$ cat src/rtl/cic_integrator_decimator_pkg.sv
// Shared CIC helpers: accumulator width growth and sign extension.
// Used by both the integrator/decimator half and the downstream comb stage.
package cic_pkg;

    localparam int unsigned SEXT_BITS = 64;

    // Register width needed so that integrator wrap-around is cancelled exactly by the comb.
    function automatic int unsigned cic_acc_bits(
        input int unsigned in_bits,
        input int unsigned stages,
        input int unsigned rate,
        input int unsigned diff_delay
    );
        return in_bits + stages * $clog2(rate * diff_delay);
    endfunction

    // Sign-extend the low from_bits of x to SEXT_BITS; callers cast down to their width.
    function automatic logic [SEXT_BITS-1:0] cic_sext(
        input logic [SEXT_BITS-1:0] x,
        input int unsigned          from_bits
    );
        logic [SEXT_BITS-1:0] sh;
        sh = x << (SEXT_BITS - from_bits);
        return SEXT_BITS'($signed(sh) >>> (SEXT_BITS - from_bits));
    endfunction

endpackage

$ cat src/rtl/cic_integrator_decimator_integrator.sv
// One CIC integrator stage: modulo-2^W accumulator with enable and synchronous clear.
module cic_integrator #(
    parameter int unsigned W = 19
) (
    input  logic         clk,
    input  logic         rst_n,
    input  logic         en_i,
    input  logic [W-1:0] add_i,
    output logic [W-1:0] acc_o
);

    logic [W-1:0] acc_q;
    logic [W-1:0] acc_d;

    // Accumulate on enable; overflow wraps by design.
    always_comb begin
        acc_d = acc_q;
        if (en_i) begin
            acc_d = acc_q + add_i;
        end
    end

    // Accumulator register with synchronous active-low clear.
    always_ff @(posedge clk) begin
        if (!rst_n) begin
            acc_q <= '0;
        end else begin
            acc_q <= acc_d;
        end
    end

    assign acc_o = acc_q;

endmodule

$ cat src/rtl/cic_integrator_decimator.sv
// CIC integrator cascade plus rate-RATE downsampler (front half of the CIC decimator).
// Optional macro CIC_INTEG_ROUND_EN: round-half-up instead of truncation when OUT_BITS < ACC_BITS.
module cic_integrator_decimator
    import cic_pkg::*;
#(
    parameter int unsigned STAGES     = 3,
    parameter int unsigned RATE       = 4,
    parameter int unsigned DIFF_DELAY = 2,
    parameter int unsigned IN_BITS    = 10,
    parameter int unsigned ACC_BITS   = cic_acc_bits(IN_BITS, STAGES, RATE, DIFF_DELAY),
    parameter int unsigned OUT_BITS   = ACC_BITS
) (
    input  logic                clk,
    input  logic                rst_n,
    input  logic [IN_BITS-1:0]  stream_in,
    input  logic                valid,
    output logic [OUT_BITS-1:0] stream_out,
    output logic                ready
);

    localparam int unsigned          PH_BITS = (RATE > 1) ? $clog2(RATE) : 1;
    localparam logic [PH_BITS-1:0]   PH_LAST = PH_BITS'(RATE - 1);

    logic [ACC_BITS-1:0] acc_w [STAGES];
    logic [ACC_BITS-1:0] add_w [STAGES];
    logic [ACC_BITS-1:0] last_sum_c;
    logic [OUT_BITS-1:0] reduced_c;

    logic [PH_BITS-1:0]  phase_q,      phase_d;
    logic [OUT_BITS-1:0] stream_out_q, stream_out_d;
    logic                ready_q,      ready_d;

    // Integrator cascade; each stage adds the pre-edge value of the stage before it.
    for (genvar k = 0; k < STAGES; k++) begin : g_stage
        if (k == 0) begin : g_first
            assign add_w[k] = ACC_BITS'(cic_sext(SEXT_BITS'(stream_in), IN_BITS));
        end else begin : g_chain
            assign add_w[k] = acc_w[k-1];
        end

        cic_integrator #(
            .W (ACC_BITS)
        ) u_stage (
            .clk   (clk),
            .rst_n (rst_n),
            .en_i  (valid),
            .add_i (add_w[k]),
            .acc_o (acc_w[k])
        );
    end

    // Value the last accumulator takes on this edge.
    assign last_sum_c = acc_w[STAGES-1] + add_w[STAGES-1];

    // Reduce the full-precision sum to the output width.
    if (OUT_BITS == ACC_BITS) begin : g_full
        assign reduced_c = last_sum_c;
    end else begin : g_cut
`ifdef CIC_INTEG_ROUND_EN
        localparam logic [ACC_BITS-1:0] HALF = ACC_BITS'(1) << (ACC_BITS - OUT_BITS - 1);
        logic [ACC_BITS-1:0] rounded_c;
        logic                unused_lsb_c;
        assign rounded_c    = last_sum_c + HALF;
        assign reduced_c    = rounded_c[ACC_BITS-1 -: OUT_BITS];
        assign unused_lsb_c = ^{rounded_c[ACC_BITS-OUT_BITS-1:0], last_sum_c[ACC_BITS-OUT_BITS-1:0]};
`else
        logic unused_lsb_c;
        assign reduced_c    = last_sum_c[ACC_BITS-1 -: OUT_BITS];
        assign unused_lsb_c = ^last_sum_c[ACC_BITS-OUT_BITS-1:0];
`endif
    end

    // Decimation phase and output capture on the RATE-th accepted sample.
    always_comb begin
        phase_d      = phase_q;
        stream_out_d = stream_out_q;
        ready_d      = 1'b0;
        if (valid) begin
            if (phase_q == PH_LAST) begin
                phase_d      = '0;
                stream_out_d = reduced_c;
                ready_d      = 1'b1;
            end else begin
                phase_d = phase_q + PH_BITS'(1);
            end
        end
    end

    // Phase counter and registered outputs; reset discards any partial frame.
    always_ff @(posedge clk) begin
        if (!rst_n) begin
            phase_q      <= '0;
            stream_out_q <= '0;
            ready_q      <= 1'b0;
        end else begin
            phase_q      <= phase_d;
            stream_out_q <= stream_out_d;
            ready_q      <= ready_d;
        end
    end

    assign stream_out = stream_out_q;
    assign ready      = ready_q;

endmodule

$ cat config.mk
export PLATFORM = sky130hd
export DESIGN_NAME = cic_integrator_decimator
export DESIGN_NICKNAME = d
export VERILOG_FILES = /design/src/rtl/cic_integrator_decimator_pkg.sv /design/src/rtl/cic_integrator_decimator_integrator.sv /design/src/rtl/cic_integrator_decimator.sv
export SDC_FILE = /design/constraint.sdc
export NUM_CORES = 1
export LEC_CHECK = 0
export CAP_MARGIN = 40
export CORE_MARGIN = 3
export CORE_UTILIZATION = 60
export CTS_CLUSTER_DIAMETER = 150
export CTS_CLUSTER_SIZE = 10
export DETAILED_ROUTE_END_ITERATION = 7
export GPL_TIMING_DRIVEN = 1
export PLACE_DENSITY = 0.8
export SLEW_MARGIN = 30
export SYNTH_ARGS = -nofsm -noshare
export SYNTH_HDL_FRONTEND = slang
export SYNTH_SLANG_ARGS = --single-unit
$ cat constraint.sdc
create_clock -name clk -period 4 [get_ports clk]
set_input_delay 0.8 -clock clk [delete_from_list [all_inputs] [get_ports clk]]
set_output_delay 0.8 -clock clk [all_outputs]
set_load 0.02 [all_outputs]
# [Yosys cells after proc, flatten, opt, wreduce, memory -nomap -nowiden]
# Index checks and enable logic that the tools add are counted.
[word_totals] reg_bits=79 latchBits=0 ram_bits=0 mem_bits_ro=0 elab_cells=15 mem_count=0
[op_classes] add_sub_neg=4 n_mul=0 div=0 order_cmp=0 n_eq_ne=1 shifts=0 n_mux=2 bitwise=0 n_reduce_logical=2
[ops] cell="adder 19 bit" count=3
[ops] cell="AND reduction 2 bit" count=2
[ops] cell="adder 2 x 1 -> 2 bit, second input constant" count=1
[ops] cell="== test 2 bit, second input constant" count=1
[ops] cell="2-to-1 mux 2 bit" count=1
[ops] cell="2-to-1 mux 1 bit" count=1

# [Depth between registers and ports, before layout]
# Gate-level depths: netlist (run 1).
[depth] depth_word=2 ltp_mapped=10 mapped_depth_nobuf=10

# [Hierarchy]
# From an unflattened synthesis (run 1), not the netlist that was laid out.
[unflattened] cells_unflattened=823 area_unflattened_um2=6770.2
[modules_own_cells] module="cic_integrator (g_stage[1].u_stage ...)" instances=2 cells_per_inst=201 area_each_um2=1689.1
[modules_own_cells] module="cic_integrator_decimator" instances=1 cells_per_inst=214 area_each_um2=1717.9
[modules_own_cells] module="cic_integrator (g_stage[0].u_stage)" instances=1 cells_per_inst=207 area_each_um2=1674.1

# [Worst setup path before layout (run 1)]
# OpenSTA, ideal clock, no wires.
[synth_timing] kind="in2reg" startpoint="input port stream_in[1]" endpoint="register g_stage[0].u_stage.acc_q[13]" t_arrival_ns=2.563 path_slack_ns=1.351 stages=8 path_cell_list="ha_1 a21o_1 a2111oi_4 o21ai_2 a2111oi_2 nor2b_1 xnor2_1 a211oi_1"
[synth_between] elab_chain_len=1
[synth_rtl] element="from (decl)" line="cic_integrator_decimator.sv:15" rtl="input logic [IN_BITS-1:0] stream_in,"
[synth_rtl] element="adder 19 bit" line="cic_integrator_decimator_integrator.sv:19" rtl="acc_d = acc_q + add_i;"
[synth_rtl] element="to (signal assigned)" line="cic_integrator_decimator_integrator.sv:26" rtl="acc_q <= '0;"
[synth_rtl] element="to (signal assigned)" line="cic_integrator_decimator_integrator.sv:28" rtl="acc_q <= acc_d;"
[synth_rtl] element="to (decl)" line="cic_integrator_decimator_integrator.sv:12" rtl="logic [W-1:0] acc_q;"
# No other way between the ends.
# A chain may end at the register's enable or synchronous reset.

# [Worst setup path in the final report (run 1)]
[layout_timing] startpoint="input port stream_in[9]" endpoint="register g_stage[0].u_stage.acc_q[16]"
# The elaborated chain is that of the path after synthesis.

==> results of run 1 <==
## power groups by stage
| stage | sequential (mW) | clock (mW) | combinational, mW |
|---|---|---|---|
| 6_report | 0.932 | 0.669 | 0.748 |
| 5_1_grt | 0.941 | 0.715 | 0.837 |
| 4_1_cts | 0.929 | 0.681 | 0.741 |
| 3_5_place_dp | 0.947 | 0 | 0.737 |
| 3_3_place_gp | 0.944 | 0 | 0.718 |
| 2_1_floorplan | 0.922 | 0 | 0.601 |
## worst min-delay path, stage by stage, from the launching register on
cell and delay (ns):
dfxtp_1 0.32, nand2_1 0.05, a21oi_1 0.05
## registers in the layout, summed over array words and instances (netlist names)
name / count
phase_q: 2
stream_out: 19
ready: 1
g_stage.u_stage.acc_o: 57
## kinds of logic (layout without fill, tap and decap cells)
logic type | after synthesis | after routing | synth area share [%]
buffers and inverters | 51 | 72 | 3.643
adders and majority gates | 58 | 58 | 13.45
AOI/OAI and AO/OA | 181 | 181 | 21.61
xor gates and xnor gates | 38 | 38 | 6.229
DFF | 79 | 79 | 28.42
and+or+nand+nor | 238 | 238 | 20.85
muxes | 32 | 32 | 5.802
## placed cells by master, fill, tap and decap left out, drive strengths merged, types with 10 or more instances in the layout
master and n:
o21ai 45, xnor2 26, nor2 63, a21oi 52, a211oi 10, and2 13
o211ai 12, mux2i 30, inv 18, clkbuf 10, nand4 16, clkdlybuf4s50 30
ha 55, xor2 11, nor3 11, a21o 19, nand3 38, nand2 55
dfxtp 79
## stage by stage
stage	hold WS (ns)	util, %
floorplan	0.4478	-
global placement	0.4429	66.94
detailed placement	0.4550	66.94
CTS	0.4712	69.43
global route	0.4976	69.43
finish	0.4663	69.43
## layout make-up
type / instances / area, µm² / area share, %
Multi-Input combinational cell: 547 / 3780 / 61.53
Tap cell: 108 / 135.1 / 2.200
Clock buffer: 10 / 127.6 / 2.077
Inverter: 17 / 63.81 / 1.039
Sequential cell: 79 / 1582 / 25.74
Timing Repair Buffer: 39 / 362.8 / 5.906
Clock inverter: 6 / 92.59 / 1.507
## worst paths after layout
kind	start	endpoint	depth (start not counted)
worst min register to register	stream_out[0]	stream_out[0]	2
worst max-delay path	stream_in[9]	g_stage[0].u_stage.acc_o[16]	8
worst max register to register	g_stage[1].u_stage.acc_o[0]	g_stage[1].u_stage.acc_o[18]	10
worst min-delay path	stream_out[0]	stream_out[0]	2
## routing by layer
metal / track usage, % / vias up / part of all wire [%]
met5: 0 / - / 0
met4: 9.183 / 0 / 1.9
met3: 3.276 / 23 / 4.4
met2: 41.83 / 142 / 47
met1: 34.13 / 2297 / 47
li1: - / 2507 / -
==> run summary, run 1 <==
Layout cells sized above 1 -> 5.587%
Setup ws final -> 0.9780 ns
First-pass GRT wire length -> 21540 µm
Die area -> 10470 µm²
I/O pins -> 33
DR iter-0 viols -> 314
Synthesized netlist cell count -> 677
Critical Path RT -> 4.28 ns
Critical Path Fanout Max -> 13
Min-Delay Path Class -> register to register
Antenna viol nets, final -> 0
Top cells by area, synth -> dfxtp_1 (28%), ha_1 (12%), mux2i_1 (5.4%)
Hold buffers post-CTS -> 0
Crit path capture type -> register
Synthesized net count -> 748
Min Clock Period, post-route -> 3.022 ns
Tot GR Track Use -> 25.39%
Placed cell area -> 5923 µm²
Ys Warns -> 0
Slew headroom -> 49.66%
Vias -> 4969
Number of global-route vias before repair -> 4568
Final Wtd Congestion -> 0.9671
Bufs and invs on worst path -> 1
Avg Cell Area, Syn -> 8.219 µm²
Period utilization -> 75.55%
Synth Register Bits -> 79
PortBufs -> 32
Final std cells w/o fill -> 806
Top FF cell, synth -> dfxtp_1
Synthesized area -> 5564 µm²
Initial Util -> 62.88%
Die X -> 102.3 µm
Number of vias per cell -> 6.165
Critical setup path kind -> input pin to register
Max Fclk -> 330.9 MHz
Post-synth EDFFs -> 0
Fillers -> 718
Max Buffers Root-to-Sink -> 2
Yosys cell types -> 58
Inst Count DP -> 790
Max-slew violations -> 0
Slowest-stage cell, CP -> clkdlybuf4s50_1
Worst-Margin Slew -> 0.7552 ns
Yosys top cell area share -> 28.42%
Status -> finished clean
Fin nets -> 764
Cell area power density -> 382.4 nW/µm²
Count leader, synth -> dfxtp_1
Top delay family on crit path -> compound AO/OA/AOI/OAI gates
Largest net degree at the start of global routing -> 52
# DRC -> 0
Logic pwr share -> 31.9%
Arrival @ worst endpoint -> 3.30 ns
Post-CTS setup buffers -> 0
Max_cap viols -> 0
Skew final -> 0.01206 ns
Power consumption -> 2.349 mW
TritonCTS clock tree -> built
Ys async rst share -> 0%
Int Pwr -> 1.533 mW
Unrepaired setup endpoints after global routing -> false
Final hold vios -> 0
Seq/Total Area, Yosys -> 28.42%
Worst setup SP type -> input pin
Die Ht -> 102.3 µm
Top cells by count, synth -> dfxtp_1 (79), nor2_1 (63), ha_1 (55), nand2_1 (55), a21oi_1 (47)
Final WL -> 12780 µm
Setup TNS -> 0 ns
Yosys top cell by area -> dfxtp_1
Sink Count -> 79
Wire length per cell -> 15.85 µm
Number of setup violations in the final report -> 0
Sequential power share -> 39.7%
CP Cell Sequence -> clkdlybuf4s50_1, ha_1, a21oi_1, o21a_1, nor3_1, a2111oi_0, nand4_1, o211ai_1
Core area -> 8848 µm²
Pre-CTS WS -> 0.6005 ns
Layout area overhead -> 10.41%
R2R Setup Slk -> 1.33 ns
Clock share of power -> 28.5%
Clock Pin Slew Worst Setup and Hold Paths -> 0.09 ns
Max IR drop VDD -> 0.1693 mV
H-tree depth -> 3
Post-DP HPWL -> 9329 µm
Clk_lat worst skew -> 0.36 ns
Row Count -> 34
Post-cts resize count -> 0
TritonCTS Buffers -> 9
CTS Root Cell -> clkbuf_8
Initial antenna violation count -> 0
Grt total ovfl -> 0
Leakage -> 2.602 nW
Delay of the slowest critical-path stage -> 0.66 ns
Antenna fix cells -> 0
P_sw -> 0.8160 mW
Finished Cell Area -> 6143 µm²
Switching Share -> 34.74%
TritonRoute pass-1 iters -> 5
No activity file was read; power rests on OpenSTA's default activity.
==> run 2: changes to the inputs <==
Settings changed: CORE_UTILIZATION 60 to 55, PLACE_DENSITY 0.8 to 0.77.
Clock period 4 ns to 2.77 ns, I/O delays scaled along.
==> run summary, run 2 (synthesis gave the netlist of run 1 again) <==
Inst Count DP -> 839
H-tree depth -> 3
Max_cap viols -> 0
TritonCTS clock tree -> built
Min Clock Period, post-route -> 2.648 ns
Post-CTS setup buffers -> 0
Bufs and invs on worst path -> 1
Antenna viol nets, final -> 0
Commonest non-fill, non-tap cell in the layout -> dfxtp_1
Final WL -> 13500 µm
DR iter-0 viols -> 371
Final Wtd Congestion -> 0.9473
Initial antenna violation count -> 0
Max Fclk -> 377.6 MHz
Critical Path RT -> 3.06 ns
Vias -> 5134
Clk_lat worst skew -> 0.36 ns
Number of global-route vias before repair -> 4985
Layout area overhead -> 13.99%
Critical path depth -> 10
Period utilization -> 95.61%
Setup ws final -> 0.1215 ns
Skew final -> 0.007789 ns
Row Count -> 36
Worst setup SP type -> register
Max Buffers Root-to-Sink -> 2
Cell area power density -> 522.9 nW/µm²
Delay of the slowest critical-path stage -> 0.40 ns
Critical setup path kind -> register to register
Die area -> 11360 µm²
Tot GR Track Use -> 24.83%
Min-Delay Path Class -> register to register
PortBufs -> 32
Post-cts resize count -> 0
Pre-CTS WS -> -0.3351 ns
CP most frequent cell -> mux2i_1
Final core occ -> 64.59%
TritonRoute pass-1 iters -> 5
Antenna fix cells -> 0
R2R cell count -> 10
Clock Pin Slew Worst Setup and Hold Paths -> 0.09 ns
Grt total ovfl -> 0
Die Ht -> 106.6 µm
Largest net degree at the start of global routing -> 51
Final hold vios -> 0
Number of vias per cell -> 6.005
CTS Root Cell -> clkbuf_8
Fin nets -> 788
Leakage -> 2.709 nW
Critical Path Fanout Max -> 3
Core area -> 9819 µm²
Slew headroom -> 63.93%
Max IR drop VDD -> 0.2646 mV
Worst-Margin Slew -> 0.5410 ns
# DRC -> 0
Number of setup violations in the final report -> 0
Top delay family on crit path -> compound AO/OA/AOI/OAI gates
Post-DP HPWL -> 9858 µm
Worst Hold Depth -> 2
Hold buffers post-CTS -> 0
Layout cells sized above 1 -> 9.003%
Die X -> 106.6 µm
Power consumption -> 3.316 mW
Slowest-stage cell, CP -> fa_1
Wire length per cell -> 15.79 µm
Arrival @ worst endpoint -> 2.94 ns
I/O pins -> 33
CP Cell Sequence -> ha_1, inv_1, fa_1, nand2b_1, a21oi_2, o2111a_1, o21ai_2, o31a_2, mux2i_1, mux2i_1
Status -> finished clean
Sink Count -> 79
Crit path capture type -> register
Most frequent cells in the layout -> dfxtp_1 (79), nor2_1 (63), nand2_1 (55), ha_1 (55), a21oi_1 (45)
First-pass GRT wire length -> 23430 µm
Initial Util -> 56.66%
Max FFs per register -> 57
TritonCTS Buffers -> 9
Final std cells w/o fill -> 855
Fillers -> 883
Max-slew violations -> 0
-- run 2: cell count changes in the layout (fill, tap and decap cells not counted), moves of 2 or more --
cell / before / now
a21oi_1: 47 / 45
a21oi_2: 5 / 7
bufinv_16: 2 / 0
clkbuf_1: 1 / 3
clkinv_2: 0 / 2
buf_4: 7 / 31
clkinvlp_4: 2 / 0
-- run 2: tightest hold or removal path, cell delays in order, from the launching register on --
cell and delay (ns):
dfxtp_1 0.31, nand2_1 0.05, a21oi_1 0.05
-- run 2: layout make-up --
class / instances / area [µm²] / area share [%]
Multi-Input combinational cell: 547 / 3820 / 60.23
Sequential cell: 79 / 1582 / 24.94
Timing Repair Buffer: 63 / 543.0 / 8.562
Tap cell: 133 / 166.4 / 2.624
Clock buffer: 13 / 148.9 / 2.348
Inverter: 17 / 63.81 / 1.006
Clock inverter: 3 / 18.77 / 0.2959
-- run 2: final timing paths --
path	start	endpoint	slack [ns]
setup / recovery	g_stage[1].u_stage.acc_o[0]	g_stage[2].u_stage.acc_o[18]	0.12
hold / removal	stream_out[0]	stream_out[0]	0.46
setup reg to reg	g_stage[1].u_stage.acc_o[0]	g_stage[2].u_stage.acc_o[18]	0.12
hold reg to reg	stream_out[0]	stream_out[0]	0.46
-- run 2: routing by layer --
| layer | wire [µm] | track usage [%] |
|---|---|---|
| met4 | 384 | 9.406 |
| met5 | 0 | 0 |
| met1 | 6097 | 32.73 |
| met2 | 6330 | 41.46 |
| met3 | 688 | 3.251 |
-- run 2: through the flow --
stage / instance area [µm²] / hold WS [ns] / setup TNS [ns]
CTS: 6302 / 0.4572 / 0
detailed placement: 6135 / 0.4489 / -2.198
global placement: 6135 / 0.4433 / -1.136
global route: 6342 / 0.4820 / -0.04849
finish: 6342 / 0.4553 / 0
floorplan: 5564 / 0.4478 / 0
-- run 2: where the power goes --
part	total (mW)	switching (mW)	internal [mW]	leakage, nW
sequential	1.34	0.102	1.24	0.644
clock	0.791	0.441	0.351	0.0874
combinational	1.18	0.656	0.525	1.98
